`config.mk`:
```
export PLATFORM = sky130hd
export DESIGN_NAME = decode_queue_flat
export DESIGN_NICKNAME = d
export VERILOG_FILES = /design/src/rtl/decode_pkg.sv /design/src/rtl/decode_queue_if.sv /design/src/rtl/decode_ctrl.sv /design/src/rtl/decode_queue.sv /design/src/flat_wrapper.sv
export SDC_FILE = /design/constraint.sdc
export NUM_CORES = 1
export LEC_CHECK = 0
export ABC_AREA = 1
export CELL_PAD_IN_SITES_DETAIL_PLACEMENT = 0
export CELL_PAD_IN_SITES_GLOBAL_PLACEMENT = 1
export CORE_ASPECT_RATIO = 0.9
export CORE_MARGIN = 10
export CORE_UTILIZATION = 30
export DETAILED_ROUTE_END_ITERATION = 8
export PLACE_DENSITY = 0.62
export SYNTH_ARGS = -nofsm -noshare
export SYNTH_HDL_FRONTEND = slang
export SYNTH_SLANG_ARGS = --single-unit
```
`constraint.sdc`:
```
create_clock -name i_clk -period 11 [get_ports i_clk]
set_input_delay 2.75 -clock i_clk [delete_from_list [all_inputs] [get_ports i_clk]]
set_output_delay 2.75 -clock i_clk [all_outputs]
set_load 0.01 [all_outputs]
```
`src/rtl/decode_pkg.sv`:
```
// decode_pkg: shared definitions for the decode queue.
//   - RV32I opcode constants
//   - rd_dest_select and one-hot instruction-format encodings
//   - ctrl_t, the decoded control bundle carried through the queue
//   - CTRL_W, the width of ctrl_t
// Build option: RV32M_EN adds the ctrl_t.mul bit for M-extension ops.
package decode_pkg;

    localparam logic [6:0] OPC_OP     = 7'b0110011;
    localparam logic [6:0] OPC_OP_IMM = 7'b0010011;
    localparam logic [6:0] OPC_LUI    = 7'b0110111;
    localparam logic [6:0] OPC_AUIPC  = 7'b0010111;
    localparam logic [6:0] OPC_LOAD   = 7'b0000011;
    localparam logic [6:0] OPC_STORE  = 7'b0100011;
    localparam logic [6:0] OPC_BRANCH = 7'b1100011;
    localparam logic [6:0] OPC_JAL    = 7'b1101111;
    localparam logic [6:0] OPC_JALR   = 7'b1100111;
    localparam logic [6:0] OPC_SYSTEM = 7'b1110011;

    // Source of the rd write-back value
    localparam logic [1:0] RD_ALU  = 2'b00;
    localparam logic [1:0] RD_IMM  = 2'b01;
    localparam logic [1:0] RD_PC4  = 2'b10;
    localparam logic [1:0] RD_LOAD = 2'b11;

    // One-hot instruction format
    localparam logic [5:0] FMT_R = 6'b000001;
    localparam logic [5:0] FMT_I = 6'b000010;
    localparam logic [5:0] FMT_S = 6'b000100;
    localparam logic [5:0] FMT_B = 6'b001000;
    localparam logic [5:0] FMT_U = 6'b010000;
    localparam logic [5:0] FMT_J = 6'b100000;

    typedef struct packed {
        logic       jump;
        logic       jalr;
        logic       branch;
        logic [2:0] branch_type;
        logic [1:0] rd_dest_select;
        logic [1:0] store_sel;
        logic [2:0] load_sel;
        logic       dmem_ren;
        logic       dmem_wen;
        logic [2:0] opsel;
        logic       arith;
        logic       unsigned_op;
        logic       sub;
        logic       auipc;
        logic       alu_src;
        logic       rd_wen;
        logic [5:0] format;
`ifdef RV32M_EN
        logic       mul;
`endif
    } ctrl_t;

    localparam int CTRL_W = $bits(ctrl_t);

endpackage

```
`src/rtl/decode_queue_if.sv`:
```
// decode_queue_if: fetch-side and execute-side handshake bundle of the
// decode queue.
//   fetch   : i_if_valid / o_if_ready / i_if_inst / i_if_pc
//   execute : o_id_valid / i_id_ready / o_id_inst / o_id_pc / o_id_ctrl /
//             o_id_illegal / o_id_halt
//   control : i_flush in, o_count / o_halted status out
// Modports: slave = the queue itself, master = fetch/execute/control side.
interface decode_queue_if #(
    parameter int PC_W  = 32,
    parameter int DEPTH = 2
);
    import decode_pkg::*;

    logic                         i_flush;
    logic                         i_if_valid;
    logic                         o_if_ready;
    logic [31:0]                  i_if_inst;
    logic [PC_W-1:0]              i_if_pc;
    logic                         o_id_valid;
    logic                         i_id_ready;
    logic [31:0]                  o_id_inst;
    logic [PC_W-1:0]              o_id_pc;
    ctrl_t                        o_id_ctrl;
    logic                         o_id_illegal;
    logic                         o_id_halt;
    logic [$clog2(DEPTH+1)-1:0]   o_count;
    logic                         o_halted;

    modport slave (
        input  i_flush, i_if_valid, i_if_inst, i_if_pc, i_id_ready,
        output o_if_ready, o_id_valid, o_id_inst, o_id_pc, o_id_ctrl,
               o_id_illegal, o_id_halt, o_count, o_halted
    );

    modport master (
        output i_flush, i_if_valid, i_if_inst, i_if_pc, i_id_ready,
        input  o_if_ready, o_id_valid, o_id_inst, o_id_pc, o_id_ctrl,
               o_id_illegal, o_id_halt, o_count, o_halted
    );

endinterface

```
`src/rtl/decode_ctrl.sv`:
```
// decode_ctrl: combinational RV32I instruction decoder.
//   inst    in  32      instruction word
//   ctrl    out ctrl_t  decoded control bundle (all-zero if illegal/SYSTEM)
//   illegal out 1       encoding not recognised
//   halt    out 1       SYSTEM opcode (ECALL/EBREAK)
// Build option: RV32M_EN makes R-type funct7=0x01 legal with ctrl.mul=1.
module decode_ctrl
    import decode_pkg::*;
(
    input  logic [31:0] inst,
    output ctrl_t       ctrl,
    output logic        illegal,
    output logic        halt
);

    logic [6:0] opcode;
    logic [2:0] funct3;
    logic [6:0] funct7;
    ctrl_t      dec;
    logic       bad;
    logic       sys;

    assign opcode = inst[6:0];
    assign funct3 = inst[14:12];
    assign funct7 = inst[31:25];

    // Register and immediate fields are extracted downstream, not here.
    logic unused_fields;
    assign unused_fields = ^{inst[24:15], inst[11:7]};

    always_comb begin
        dec = '0;
        bad = 1'b0;
        sys = 1'b0;
        case (opcode)
            OPC_OP: begin
                dec.format         = FMT_R;
                dec.rd_wen         = 1'b1;
                dec.rd_dest_select = RD_ALU;
                dec.opsel          = funct3;
                if (funct7 == 7'h00) begin
                    dec.unsigned_op = (funct3 == 3'b011);
                end else if (funct7 == 7'h20 && (funct3 == 3'b000 || funct3 == 3'b101)) begin
                    dec.sub   = (funct3 == 3'b000);
                    dec.arith = (funct3 == 3'b101);
                end
`ifdef RV32M_EN
                else if (funct7 == 7'h01) begin
                    dec.mul = 1'b1;
                end
`endif
                else begin
                    bad = 1'b1;
                end
            end
            OPC_OP_IMM: begin
                dec.format      = FMT_I;
                dec.rd_wen      = 1'b1;
                dec.alu_src     = 1'b1;
                dec.opsel       = funct3;
                dec.unsigned_op = (funct3 == 3'b011);
                // Only the shift forms constrain funct7 (it is imm[11:5] otherwise)
                if (funct3 == 3'b001) begin
                    bad = (funct7 != 7'h00);
                end else if (funct3 == 3'b101) begin
                    if (funct7 == 7'h20) begin
                        dec.arith = 1'b1;
                    end else if (funct7 != 7'h00) begin
                        bad = 1'b1;
                    end
                end
            end
            OPC_LUI: begin
                dec.format         = FMT_U;
                dec.rd_wen         = 1'b1;
                dec.alu_src        = 1'b1;
                dec.rd_dest_select = RD_IMM;
            end
            OPC_AUIPC: begin
                dec.format         = FMT_U;
                dec.rd_wen         = 1'b1;
                dec.alu_src        = 1'b1;
                dec.auipc          = 1'b1;
                dec.rd_dest_select = RD_ALU;
            end
            OPC_LOAD: begin
                dec.format         = FMT_I;
                dec.rd_wen         = 1'b1;
                dec.alu_src        = 1'b1;
                dec.dmem_ren       = 1'b1;
                dec.load_sel       = funct3;
                dec.rd_dest_select = RD_LOAD;
                bad = (funct3 == 3'd3) || (funct3 == 3'd6) || (funct3 == 3'd7);
            end
            OPC_STORE: begin
                dec.format    = FMT_S;
                dec.alu_src   = 1'b1;
                dec.dmem_wen  = 1'b1;
                dec.store_sel = funct3[1:0];
                bad = (funct3 > 3'd2);
            end
            OPC_BRANCH: begin
                dec.format      = FMT_B;
                dec.branch      = 1'b1;
                dec.branch_type = funct3;
                dec.unsigned_op = funct3[2] & funct3[1];
                bad = (funct3 == 3'd2) || (funct3 == 3'd3);
            end
            OPC_JAL: begin
                dec.format         = FMT_J;
                dec.jump           = 1'b1;
                dec.rd_wen         = 1'b1;
                dec.rd_dest_select = RD_PC4;
            end
            OPC_JALR: begin
                dec.format         = FMT_I;
                dec.jalr           = 1'b1;
                dec.rd_wen         = 1'b1;
                dec.alu_src        = 1'b1;
                dec.rd_dest_select = RD_PC4;
                bad = (funct3 != 3'd0);
            end
            OPC_SYSTEM: begin
                sys = 1'b1;
            end
            default: begin
                bad = 1'b1;
            end
        endcase
    end

    // Illegal entries must never write rd or memory, so the bundle is cleared.
    assign ctrl    = bad ? '0 : dec;
    assign illegal = bad;
    assign halt    = sys;

endmodule

```
`src/rtl/decode_queue.sv`:
```
// decode_queue: decodes each accepted instruction once and holds the
// resulting control bundles, with PC and raw word, in a DEPTH-entry FIFO.
//   i_clk  clock, rising edge
//   i_rst  synchronous active-high reset (clears state and storage)
//   bus    decode_queue_if.slave: fetch handshake in, execute handshake
//          out, flush in, occupancy and halt status out
// Parameters: PC_W (PC width), DEPTH (entries, power of two, >= 2).
// Build option: RV32M_EN (see decode_ctrl) enables M-extension decode.
module decode_queue
    import decode_pkg::*;
#(
    parameter int PC_W  = 32,
    parameter int DEPTH = 2
) (
    input  logic           i_clk,
    input  logic           i_rst,
    decode_queue_if.slave  bus
);

    localparam int PTR_W = $clog2(DEPTH);
    localparam int CNT_W = $clog2(DEPTH + 1);

    typedef struct packed {
        logic [31:0]     inst;
        logic [PC_W-1:0] pc;
        ctrl_t           ctrl;
        logic            illegal;
        logic            halt;
    } entry_t;

    entry_t             mem [DEPTH];
    logic [PTR_W-1:0]   wr_ptr;
    logic [PTR_W-1:0]   rd_ptr;
    logic [CNT_W-1:0]   count;
    logic               halted;

    ctrl_t              dec_ctrl;
    logic               dec_illegal;
    logic               dec_halt;
    logic               ready;
    logic               push;
    logic               pop;

    decode_ctrl u_decode_ctrl (
        .inst    (bus.i_if_inst),
        .ctrl    (dec_ctrl),
        .illegal (dec_illegal),
        .halt    (dec_halt)
    );

    // Readiness ignores i_id_ready: a full queue refuses even if it pops now.
    assign ready = !i_rst && (count < CNT_W'(DEPTH)) && !halted && !bus.i_flush;
    assign push  = bus.i_if_valid && ready;
    assign pop   = (count != '0) && bus.i_id_ready;

    always_ff @(posedge i_clk) begin
        if (i_rst || bus.i_flush) begin
            wr_ptr <= '0;
            rd_ptr <= '0;
            count  <= '0;
            halted <= 1'b0;
        end else begin
            if (push) begin
                wr_ptr <= wr_ptr + PTR_W'(1);
            end
            if (pop) begin
                rd_ptr <= rd_ptr + PTR_W'(1);
            end
            if (push && !pop) begin
                count <= count + CNT_W'(1);
            end else if (!push && pop) begin
                count <= count - CNT_W'(1);
            end
            if (push && dec_halt) begin
                halted <= 1'b1;
            end
        end
    end

    // Storage is cleared on reset so the head payload is never X.
    always_ff @(posedge i_clk) begin
        if (i_rst) begin
            for (int i = 0; i < DEPTH; i++) begin
                mem[i] <= '0;
            end
        end else if (push) begin
            mem[wr_ptr] <= '{inst:    bus.i_if_inst,
                             pc:      bus.i_if_pc,
                             ctrl:    dec_ctrl,
                             illegal: dec_illegal,
                             halt:    dec_halt};
        end
    end

    assign bus.o_if_ready   = ready;
    assign bus.o_id_valid   = (count != '0);
    assign bus.o_id_inst    = mem[rd_ptr].inst;
    assign bus.o_id_pc      = mem[rd_ptr].pc;
    assign bus.o_id_ctrl    = mem[rd_ptr].ctrl;
    assign bus.o_id_illegal = mem[rd_ptr].illegal;
    assign bus.o_id_halt    = mem[rd_ptr].halt;
    assign bus.o_count      = count;
    assign bus.o_halted     = halted;

endmodule

```
`src/flat_wrapper.sv`:
```
// flat-port wrapper written by rule: the top's interface ports become plain ports
module decode_queue_flat import decode_pkg::*;
#(
    parameter int PC_W  = 32,
    parameter int DEPTH = 2
)
  (i_clk, i_rst, bus_i_flush, bus_i_if_valid, bus_i_if_inst, bus_i_if_pc, bus_i_id_ready, bus_o_if_ready, bus_o_id_valid, bus_o_id_inst, bus_o_id_pc, bus_o_id_ctrl, bus_o_id_illegal, bus_o_id_halt, bus_o_count, bus_o_halted);
  decode_queue_if #(.PC_W(PC_W), .DEPTH(DEPTH)) bus_i ();
  input  logic i_clk;
  input  logic i_rst;
  input wire logic [$bits(bus_i.i_flush)-1:0] bus_i_flush;
  input wire logic [$bits(bus_i.i_if_valid)-1:0] bus_i_if_valid;
  input wire logic [$bits(bus_i.i_if_inst)-1:0] bus_i_if_inst;
  input wire logic [$bits(bus_i.i_if_pc)-1:0] bus_i_if_pc;
  input wire logic [$bits(bus_i.i_id_ready)-1:0] bus_i_id_ready;
  output wire logic [$bits(bus_i.o_if_ready)-1:0] bus_o_if_ready;
  output wire logic [$bits(bus_i.o_id_valid)-1:0] bus_o_id_valid;
  output wire logic [$bits(bus_i.o_id_inst)-1:0] bus_o_id_inst;
  output wire logic [$bits(bus_i.o_id_pc)-1:0] bus_o_id_pc;
  output wire logic [$bits(bus_i.o_id_ctrl)-1:0] bus_o_id_ctrl;
  output wire logic [$bits(bus_i.o_id_illegal)-1:0] bus_o_id_illegal;
  output wire logic [$bits(bus_i.o_id_halt)-1:0] bus_o_id_halt;
  output wire logic [$bits(bus_i.o_count)-1:0] bus_o_count;
  output wire logic [$bits(bus_i.o_halted)-1:0] bus_o_halted;
  assign bus_i.i_flush = bus_i_flush;
  assign bus_i.i_if_valid = bus_i_if_valid;
  assign bus_i.i_if_inst = bus_i_if_inst;
  assign bus_i.i_if_pc = bus_i_if_pc;
  assign bus_i.i_id_ready = bus_i_id_ready;
  assign bus_o_if_ready = bus_i.o_if_ready;
  assign bus_o_id_valid = bus_i.o_id_valid;
  assign bus_o_id_inst = bus_i.o_id_inst;
  assign bus_o_id_pc = bus_i.o_id_pc;
  assign bus_o_id_ctrl = bus_i.o_id_ctrl;
  assign bus_o_id_illegal = bus_i.o_id_illegal;
  assign bus_o_id_halt = bus_i.o_id_halt;
  assign bus_o_count = bus_i.o_count;
  assign bus_o_halted = bus_i.o_halted;
  decode_queue #(.PC_W(PC_W), .DEPTH(DEPTH)) u_core (.i_clk(i_clk), .i_rst(i_rst), .bus(bus_i));
endmodule
```
* After elaboration in Yosys (flattened, before gate mapping)
Memory sizes are Yosys's and may differ from the RTL's. A register that Yosys moved wholly into a read port is not among the register bits.
Index checks and enable logic that the tools add are counted.
** Cells by class
- Add/subtract/negate cells :: 4
- $lt $le $gt $ge :: 2
- Equal/unequal tests :: 17
- Multiplexer cells :: 43
- Bitwise gates (word level) :: 1
- Reduce and logical (&&, ||, !) cells :: 32
** Operators by type and width (number)
- $mux W96 :: 1
- $reduce_or A96 Y1 :: 1
- $pmux W6 S6 :: 1
- $mux W1 :: 31
- $mux W30 :: 1
- $eq A7 B6 Y1 const B :: 4
- $eq A7 B7 Y1 const B :: 4
- $eq A7 B5 Y1 const B :: 2
- $eq A3 B3 Y1 const B :: 3
- $logic_and A1 B1 Y1 :: 9
- $mux W4 :: 2
- $pmux W4 S2 :: 1
- $eq A7 B2 Y1 const B :: 1
- $logic_not A7 Y1 :: 1
- $pmux W1 S7 :: 1
- $reduce_bool A7 Y1 :: 1
- $reduce_or A7 Y1 :: 1
- $eq A3 B2 Y1 const B :: 2
- $mux W2 :: 3
- $pmux W2 S3 :: 1
- $reduce_or A6 Y1 :: 1
- $logic_not A1 Y1 :: 5
- $logic_or A1 B1 Y1 :: 5
- $reduce_bool A2 Y1 :: 2
- 13 further kinds :: 15
** Word-level totals
- Flip-flop bits (word level) :: 5
- RAM bits :: 192
- Input bits :: 69
- Output and inout bits :: 101
- Logic and storage cells :: 104
- Memories kept :: 1
** Memory list
- u_core.mem :: words 2, width 96, read ports 1, clocked after Yosys merged registers in 1, wr ports 2, line decode_queue.sv:31 : entry_t mem [DEPTH];

* Longest topological paths before layout
Gate-level depths: netlist of the first run.
- Depth after elaboration :: 10
- Mapped depth :: 12
- Gate-level depth less buffers :: 11

* By module
Synthesis of the first run repeated with hierarchy kept, for this count alone.
** Unflattened totals
- Cell total of the unflattened synthesis :: 787
- Area total of the unflattened synthesis :: 9266.4 um^2
** By module, submodules not included
- decode_queue :: instances 1, cells an instance 651, area an instance 8503.2 um^2, seq. area each 5885.6 um^2
- decode_ctrl :: instances 1, cells an instance 136, area an instance 763.2 um^2, seq. area each 0.0 um^2

* Worst setup path before layout of the first run
Ideal clock, no wire load.
- Path type :: input to register
- Start point :: in i_rst
- End point :: mem u_core.mem[1][0] in the netlist's numbering, enable pin
- Arrival :: 5954 ps
- Data required time :: 10543 ps
- Path slack :: 4590 ps
- Cell stages on the path :: 9
- Buffers on the path :: 2
- Cell sequence :: nor2_1 > inv_2 > nor3_2 > nand2_1 > nor2_2 > inv_1 > buf_2 > buf_2 > nand2_1
** RTL lines
- from (decl) :: line flat_wrapper.sv:10 : input logic i_rst;
- to (decl) :: line decode_queue.sv:31

* Final worst setup path of the first run
- Start point :: in i_rst
- End point :: out bus_o_if_ready
** Between the ends
- Longest elaborated chain between the ends :: 4
** RTL lines
- $logic_not A1 Y1 :: line decode_queue.sv:52 : assign ready = !i_rst && (count < CNT_W'(DEPTH)) && !halted && !bus.i_flush;
- $logic_and A1 B1 Y1 (3 in a row) :: line decode_queue.sv:52
- to (decl) :: line flat_wrapper.sv:16 : output wire logic [$bits(bus_i.o_if_ready)-1:0] bus_o_if_ready;
Every way passes these cells.

==> results of run 1 <==
per-layer routing:
| layer | global-route usage, % | up-vias |
|---|---|---|
| met5 | 0 | - |
| met4 | 3.178 | 2 |
| met3 | 3.863 | 14 |
| met2 | 19.57 | 142 |
| met1 | 15.55 | 2680 |
| li1 | - | 2719 |
registers in the layout, indices dropped and copies added, names as in the netlist, named ones only:
name                 count
u_core.rd_ptr            1
u_core.mem             190
u_core.bus.o_count       2
u_core.wr_ptr            1
u_core.bus.o_halted      1
stage by stage:
step	worst slack (ps)	hold WS [ps]	total power, W	cell area (um^2)
floorplan	4590	447.4	0.0009490	8697
global placement	4047	469.8	0.001045	10750
detailed placement	4025	467.0	0.001046	10750
CTS	4003	479.6	0.001674	11340
global route	3918	522.7	0.001716	11340
finish	4028	481.6	0.001651	11340
worst paths after layout:
kind | startpoint | to | slack (ps) | depth (start not counted)
setup / recovery | i_rst | bus_o_if_ready | 4030 | 5
hold / removal | u_core.rd_ptr$_SDFFE_PP0P_ | u_core.rd_ptr$_SDFFE_PP0P_ | 480 | 2
setup reg to reg | u_core.bus.o_count[1]$_SDFFE_PP0P_ | u_core.mem[0][82]$_SDFFCE_PN0P_ | 7890 | 6
hold reg to reg | u_core.rd_ptr$_SDFFE_PP0P_ | u_core.rd_ptr$_SDFFE_PP0P_ | 480 | 2
final cells by class:
type                    count  area (um^2)
diodes                      1        2.502
clock buffers              18        429.2
clock inverters            14        157.7
fillers                  2767        17380
inverters                  96        362.8
multi-input cells         396         2370
flip-flops and latches    196         5829
well taps                 366        457.9
repair buffers            174         1729
cell usage in the layout, fill, tap and decap left out, drive strengths merged:
master         netlist  final
a21oi               11     11
buf                 30      5
bufinv               0      1
clkbuf               1     18
clkdlybuf4s50        0    169
clkinv               0      6
dfxtp                6      6
diode                0      1
edfxtp             190    190
ha                   1      1
inv                 96    103
mux2                95     95
nand2               42     42
nand3               20     20
nand4                2      2
nor2               211    211
nor3                 5      5
nor4                 1      1
o21ai                8      8
cell families after synthesis:
kind of cell | count (synthesis) | synth area share [%]
and+or+nand+nor | 281 | 13.41
DFF | 196 | 66.98
buffers and inverters | 127 | 5.942
muxes | 95 | 12.30
AOI/OAI and AO/OA | 19 | 1.223
adders and majority gates | 1 | 0.1438
power breakdown:
part | internal [W] | switching, W | leakage (nW) | total, W
Clock | 0.000325 | 0.000301 | 0.291 | 0.000626
Sequential | 0.000851 | 0.00000796 | 2.03 | 0.000859
Combinational | 0.0000834 | 0.0000828 | 2.03 | 0.000166
Total | 0.00126 | 0.000392 | 4.35 | 0.00165
critical path: stages:
cell	delay [ps]
clkdlybuf4s50_1	430
nor2_1	260
inv_2	80
nor3_2	140
clkdlybuf4s50_1	560
==> run_results.csv, run 1 <==
group,metric,value,unit
outcome,outcome,"finished, final reports clean",
floorplanning,fp.dieH,181.5,um
clocking,hold_buffers,0,
route,wl_met1,10210,um
hold_path,hold_class,"flip-flop to flip-flop",
route,detailroute.via_count,5557,
sta,worst_clock_skew,9.812,ps
synth,synth_edf_count,190,
floorplanning,rows,59,
pwr,powerDensity,145.6,nW/um^2
clocking,clockBufferDepth,2,
route,met3WireLength,1574,um
pwr,irDropWorstVdd,0.08962,mV
critical_path,startpoint_type,"input pin",
global_route,grt_usage,12.20,%
route,drt_pre_antenna_iters,5,
synth,yosys.area.top_type,"edfxtp_1",
synth,synthFlopType,"edfxtp_1",
clocking,cts_resized,0,
route,via_per_inst,4.407,
synth,ys_ff_latch,196,
critical_path,required,8250,ps
route,dr.first_iter.drc_count,280,
global_route,grt_pass1_wl,33580,um
placed_design,portBuffers,169,
global_route,grt.overflow.total,0,
sta,max_freq,0.1434,GHz
global_route,grt_pass1_vias,5830,
sta,setup_violations,0,
final_layout,finalNetCount,951,
clocking,cts_buffers,17,
sta,finalSetupTns,0,ps
clocking,cts_tree,"yes",
global_route,grt_max_degree,68,
clocking,cts-root-buf,"clkbuf_16",
synth,netlist_instances,719,
floorplanning,die-area,36210,um^2
placed_design,place_inst,1228,
synth,synth_top_cell_area_share,65.60,%
floorplanning,coreArea,28720,um^2
route,top_layer,"met5",
floorplanning,die_w,199.5,um
synth,synth_area,8697,um^2
route,wl_met2,10280,um
clocking,cts.sinks,196,
critical_path,path_class,"input pin to output pin",
synth,yosysMostFrequentCell,"nor2_1",
placed_design,dp_hpwl,14500,um
final_layout,area_growth,30.37,%
sta,tightestPinTransition,1018,ps
sta,rsz0062_at_grt,"no",
sta,final_hold_viol_count,0,
route,drcViolationCount,0,
clocking,clkLatencyLatePin,440,ps
final_layout,drive_gt1_share,17.79,%
synth,async_reset_ff_share,0,%
synth,synth.avg_cell_area,12.10,um^2
route,wl_per_cell,17.66,um
placed_design,place_congestion,0.7884,
critical_path,worstPathArrival,4220,ps
clocking,post_cts_buffers,0,
route,routed_wl,22270,um
clocking,htree_num_levels,4,
synth,ys_seq_area_share,66.98,%
final_layout,fin_util,39.48,%
synth,synth.top_cells.by_count,"nor2_1 (205), edfxtp_1 (190), mux2_2 (95)",
route,ant_nets,0,
synth,synthTopCellsByArea,"edfxtp_1 (66%), mux2_2 (12%), nor2_1 (8.8%)",
final_layout,layout.cells.non_filler,1261,
synth,synth_cell_types,26,
clocking,cts.clk_slew.worst_paths,70,ps
global_route,antenna_found_initial,1,
critical_path,path_max_fanout,4,
floorplanning,initial_core_util,30.29,%
floorplanning,ios,170,
sta,min_period,6972,ps
critical_path,setup.worst_path.end_class,"output pin",
sta,maxSlewViolCount,0,
synth,ys.warnings.count,0,
pwr,p_leak,4.351,nW
job,max_cap_violations,0,
sta,slew_headroom,32.11,%
synth,syn_nets,789,
sta,final.period_utilization,63.38,%
(Power assumes the default switching activity.)
==> run 2, diff against run 1 <==
Clock period 11 ns to 6.9 ns, I/O delays scaled along.
==> run 2 against run 1 <==
  * Flip-flop and latch count unchanged
  * Clock-buffer cell count unchanged
  * Critical path type unchanged
  * Clock power increased by 52%
  * Clock skew increased by 1.7 ps
  * Critical endpoint unchanged
  * Critical path depth unchanged
  * Worst setup slack got worse by 2000 ps
  * Combinational power increased by 60%
  * Via count decreased by 0.11%
  * Largest cell class unchanged
  * Cell area about the same
  * Power increased by 57%
  * Non-clock buffer count increased by 2
  * Die area unchanged
==> run_results.csv, run 2 (synthesized netlist as in run 1, its figures left out) <==
group,metric,value,unit
global_route,grt_pass1_wl,34300,um
route,via_per_inst,4.392,
critical_path,slowest_delay,570,ps
critical_path,crit_top_cell,"clkdlybuf4s50_1",
route,ant_nets,0,
job,max_cap_violations,0,
final_layout,mostFrequentLayoutCells,"nor2_1 (205), edfxtp_1 (190), clkdlybuf4s50_1 (169)",
clocking,cts.sinks,196,
sta,max_freq,0.2036,GHz
floorplanning,die_w,199.5,um
placed_design,place_congestion,0.7707,
route,drt_pre_antenna_iters,5,
sta,maxSlewViolCount,0,
global_route,grt_pass1_vias,5812,
pwr,power_frac_clock,36.8,%
critical_path,endpoint,"bus_o_if_ready",
global_route,grt_usage,12.40,%
critical_path,worstPathArrival,3190,ps
outcome,outcome,"finished, final reports clean",
critical_path,setup.worst_path.end_class,"output pin",
critical_path,startpoint_type,"input pin",
sta,rsz0062_at_grt,"no",
route,dr.first_iter.drc_count,329,
final_layout,fin_util,39.48,%
floorplanning,initial_core_util,30.29,%
pwr,switching_share,23.92,%
critical_path,required,5180,ps
clocking,cts_tree,"yes",
critical_path,r2r_slack,3980,ps
clocking,clockBufferDepth,2,
critical_path,slowest_stage,"clkdlybuf4s50_1",
pwr,p_sw,0.0006195,W
pwr,combPwrFrac,10.3,%
final_layout,largest_reg_flops,190,
critical_path,cp-startpoint,"i_rst",
final_layout,final_common_cell,"nor2_1",
route,drcViolationCount,0,
pwr,internal_power,0.001971,W
critical_path,path_class,"input pin to output pin",
sta,whs,481.3,ps
critical_path,timing.rr.start,"u_core.bus.o_count[1]$_SDFFE_PP0P_",
placed_design,portBuffers,169,
floorplanning,fp.dieH,181.5,um
final_layout,regArea,5829,um^2
sta,setup_violations,0,
global_route,antenna_found_initial,3,
final_layout,drive_gt1_share,17.97,%
pwr,p_leak,4.346,nW
floorplanning,die-area,36210,um^2
floorplanning,rows,59,
final_layout,multi_input_area,2370,um^2
floorplanning,coreArea,28720,um^2
final_layout,finalNetCount,953,
clocking,cts-root-buf,"clkbuf_16",
sta,final.period_utilization,71.19,%
critical_path,r2r_cells,6,
pwr,powerDensity,228.5,nW/um^2
sta,final_hold_viol_count,0,
critical_path,path_max_fanout,4,
clocking,hold_buffers,0,
pwr,irDropWorstVdd,0.1411,mV
sta,slew_headroom,31.75,%
clocking,post_cts_buffers,0,
final_layout,area_growth,30.36,%
final_layout,regMostFlops,"u_core.mem",
placed_design,dp_hpwl,15060,um
hold_path,hold_class,"flip-flop to flip-flop",
clocking,htree_num_levels,4,
sta,tightestPinTransition,1024,ps
sta,worst_clock_skew,11.55,ps
sta,finalSetupTns,0,ps
clocking,cts.clk_slew.worst_paths,70,ps
clocking,clkLatencyLatePin,430,ps
floorplanning,ios,170,
final_layout,fill_cells,2804,
clocking,cts_resized,0,
clocking,cts_buffers,17,
pwr,pwr-share-seq,52.9,%
sta,min_period,4912,ps
route,detailroute.via_count,5551,
route,wl_per_cell,17.71,um
global_route,grt_max_degree,68,
critical_path,reg2reg_to,"u_core.mem[0][35]$_SDFFCE_PN0P_",
global_route,grt.overflow.total,0,
critical_path,path_cells,"clkdlybuf4s50_1, nor2_1, inv_2, nor3_2, clkdlybuf4s50_1",
route,routed_wl,22390,um
==> run 2: cell count changes in the layout (fill, tap and decap cells not counted) <==
cell,previous run,this run
clkinv_4,2,5
buf_4,5,7
inv_6,5,3
bufinv_16,1,0
clkinv_2,3,2
clkinvlp_4,0,1
diode_2,1,2
==> run 2: routing by layer <==
layer	track usage, %	up-vias	routed length, um
li1	-	2722	-
met1	16.52	2656	10550
met2	18.91	156	9816
met3	4.288	15	1822
met4	2.906	2	187
met5	0	-	13
==> run 2: power by group through the flow <==
stage               clock [W]  sequential [W]  combinational (W)
floorplan                   0         0.00140           0.000116
global placement            0         0.00140           0.000273
detailed placement          0         0.00140           0.000271
CTS                  0.000982         0.00137           0.000273
global route          0.00103         0.00138           0.000290
finish               0.000954         0.00137           0.000266
==> run 2: final cells by class <==
| type | count | area share, % |
|---|---|---|
| inverter | 96 | 3.201 |
| clock buffer | 18 | 3.785 |
| sequential | 196 | 51.42 |
| clock inverter | 14 | 1.225 |
| tap | 366 | 4.039 |
| multi-input combinational | 396 | 20.90 |
| timing repair buffer | 176 | 15.38 |
| antenna | 2 | 0.04415 |
==> run 2: how the worst min path moves through the flow <==
stage,start,end,cells after the start
CTS,u_core.rd_ptr$_SDFFE_PP0P_,flip-flop,2
floorplan,u_core.rd_ptr$_SDFFE_PP0P_,flip-flop,2
detailed placement,u_core.rd_ptr$_SDFFE_PP0P_,flip-flop,2
global route,u_core.bus.o_halted$_SDFFE_PP0P_,u_core.bus.o_halted$_SDFFE_PP0P_,2
global placement,u_core.rd_ptr$_SDFFE_PP0P_,flip-flop,2
finish,u_core.bus.o_halted$_SDFFE_PP0P_,u_core.bus.o_halted$_SDFFE_PP0P_,2
==> run 2: worst max-delay path, delay by kind of cell <==
family | cells | cell delay (ps)
AND/OR/NAND/NOR | 2 | 390
buffers and inverters | 3 | 1070
==> run 2: per-stage QoR <==
stage | total power [W] | worst slack (ps) | instance area, um^2 | cells
4_1_cts | 0.002627 | 1950 | 11330 | 1262
2_1_floorplan | 0.001513 | 1515 | 8697 | 719
3_5_place_dp | 0.001669 | 1775 | 10760 | 1230
5_1_grt | 0.002697 | 1816 | 11330 | 1262
6_report | 0.002590 | 1988 | 11340 | 1264
3_3_place_gp | 0.001669 | 1835 | 10760 | 1230
==> run 3, diff against run 2 <==
Clock period 6.9 ns to 4.65 ns, I/O delays scaled along.
==> run 3 against run 2 <==
  * First-iteration DRC count is 15% lower
  * Utilization is 0.34 points higher
  * Clock skew is 4.4 ps lower
  * Combinational power is 52% higher
  * Cell area is 0.86% higher
  * Sequential power is 48% higher
  * Clock-buffer cell count stayed put
  * Critical path type unchanged
  * Power is 50% higher
==> run_results.csv, run 3 (synthesized netlist as in run 1, its figures left out) <==
group,metric,value,unit
outcome,outcome,"finished, final reports clean",
placed_design,portBuffers,169,
global_route,grt_pass1_vias,5846,
final_layout,area_growth,31.48,%
sta,final_hold_viol_count,0,
sta,tightestPinTransition,815.3,ps
clocking,cts_resized,0,
clocking,clkLatencyLatePin,430,ps
placed_design,place_congestion,0.7725,
final_layout,finalNetCount,959,
critical_path,r2r_cells,7,
global_route,antenna_found_initial,2,
critical_path,path_max_fanout,4,
sta,worst_clock_skew,7.175,ps
global_route,grt_max_degree,64,
final_layout,fin_util,39.82,%
sta,maxSlewViolCount,0,
final_layout,largest_reg_flops,190,
job,max_cap_violations,0,
sta,whs,477.9,ps
floorplanning,coreArea,28720,um^2
final_layout,regMostFlops,"u_core.mem",
critical_path,startpoint_type,"input pin",
route,detailroute.via_count,5594,
sta,max_freq,0.2627,GHz
final_layout,multi_input_area,2370,um^2
sta,setup_violations,0,
clocking,cts_buffers,17,
route,ant_nets,0,
route,routed_wl,22360,um
final_layout,drive_gt1_share,18.40,%
critical_path,path_class,"input pin to output pin",
floorplanning,die_w,199.5,um
floorplanning,initial_core_util,30.29,%
final_layout,mostFrequentLayoutCells,"nor2_1 (205), edfxtp_1 (190), clkdlybuf4s50_1 (169)",
critical_path,endpoint,"bus_o_if_ready",
critical_path,reg2reg_to,"u_core.mem[0][30]$_SDFFCE_PN0P_",
clocking,cts.clk_slew.worst_paths,70,ps
pwr,total_power,0.003884,W
global_route,grt_pass1_wl,33910,um
floorplanning,rows,59,
critical_path,setup.worst_path.end_class,"output pin",
clocking,cts_tree,"yes",
global_route,grt.overflow.total,0,
floorplanning,ios,170,
final_layout,final_common_cell,"nor2_1",
global_route,grt_usage,12.37,%
floorplanning,fp.dieH,181.5,um
sta,min_period,3806,ps
critical_path,cp-startpoint,"i_rst",
pwr,powerDensity,339.7,nW/um^2
route,dr.first_iter.drc_count,279,
clocking,cts-root-buf,"clkbuf_16",
critical_path,worstPathArrival,2640,ps
final_layout,fill_cells,2794,
clocking,cts.sinks,196,
clocking,htree_num_levels,4,
pwr,irDropWorstVdd,0.2218,mV
floorplanning,die-area,36210,um^2
placed_design,place_ws,858.4,ps
hold_path,hold_class,"flip-flop to flip-flop",
final_layout,regArea,5829,um^2
route,via_per_inst,4.401,
critical_path,r2r_slack,2440,ps
clocking,clockBufferDepth,2,
sta,fin_ws,843.9,ps
placed_design,dp_hpwl,15100,um
critical_path,timing.rr.start,"u_core.bus.o_count[1]$_SDFFE_PP0P_",
sta,final.period_utilization,81.85,%
critical_path,required,3490,ps
sta,rsz0062_at_grt,"no",
route,drt_pre_antenna_iters,6,
sta,finalSetupTns,0,ps
clocking,hold_buffers,0,
route,wl_per_cell,17.59,um
pwr,p_leak,4.394,nW
route,drcViolationCount,0,
clocking,post_cts_buffers,0,
sta,slew_headroom,45.65,%
[run 3: power by group]
| part | switching (W) | total [W] | internal [W] |
|---|---|---|---|
| clock | 0.000694 | 0.00145 | 0.000756 |
| combinational | 0.000198 | 0.000403 | 0.000205 |
| sequential | 0.0000193 | 0.00203 | 0.00201 |
[run 3: critical path: stages]
cell and delay [ps]:
clkdlybuf4s50_1 430, nor2_1 250, inv_2 90, nor3_2 140, clkdlybuf4s50_1 570
[run 3: worst min path at each step]
| stage | start | endpoint | slack [ps] | cells past startpoint |
|---|---|---|---|---|
| floorplan | u_core.rd_ptr$_SDFFE_PP0P_ | flip-flop | 450 | 2 |
| global placement | u_core.rd_ptr$_SDFFE_PP0P_ | u_core.rd_ptr$_SDFFE_PP0P_ | 470 | 2 |
| detailed placement | u_core.rd_ptr$_SDFFE_PP0P_ | flip-flop | 470 | 2 |
| CTS | u_core.rd_ptr$_SDFFE_PP0P_ | flip-flop | 480 | 2 |
| global route | u_core.rd_ptr$_SDFFE_PP0P_ | flip-flop | 510 | 2 |
| finish | u_core.rd_ptr$_SDFFE_PP0P_ | flip-flop | 480 | 2 |
[run 3: cell type report]
type                            instances  share of cell area (%)
Antenna cell                            3                 0.06565
Multi-Input combinational cell        396                   20.72
Sequential cell                       196                   50.98
Timing Repair Buffer                  182                   16.08
Clock buffer                           18                   3.753
Tap cell                              366                   4.005
Clock inverter                         14                   1.215
Inverter                               96                   3.173
[run 3: routing by layer]
metal  share of wire (%)  vias up  track usage, %
li1                    -     2738               -
met1                  48     2702           16.45
met2                  43      138           18.38
met3                 7.3       16           4.418
met4                 1.2        0           3.874
met5                   0        -               0
[run 3: stage by stage]
step                      cell area (um^2)  instances
after detailed placement             10860       1236
after global routing                 11430       1268
final                                11430       1271
after CTS                            11430       1268
after floorplan                       8702        719
after global placement               10860       1236
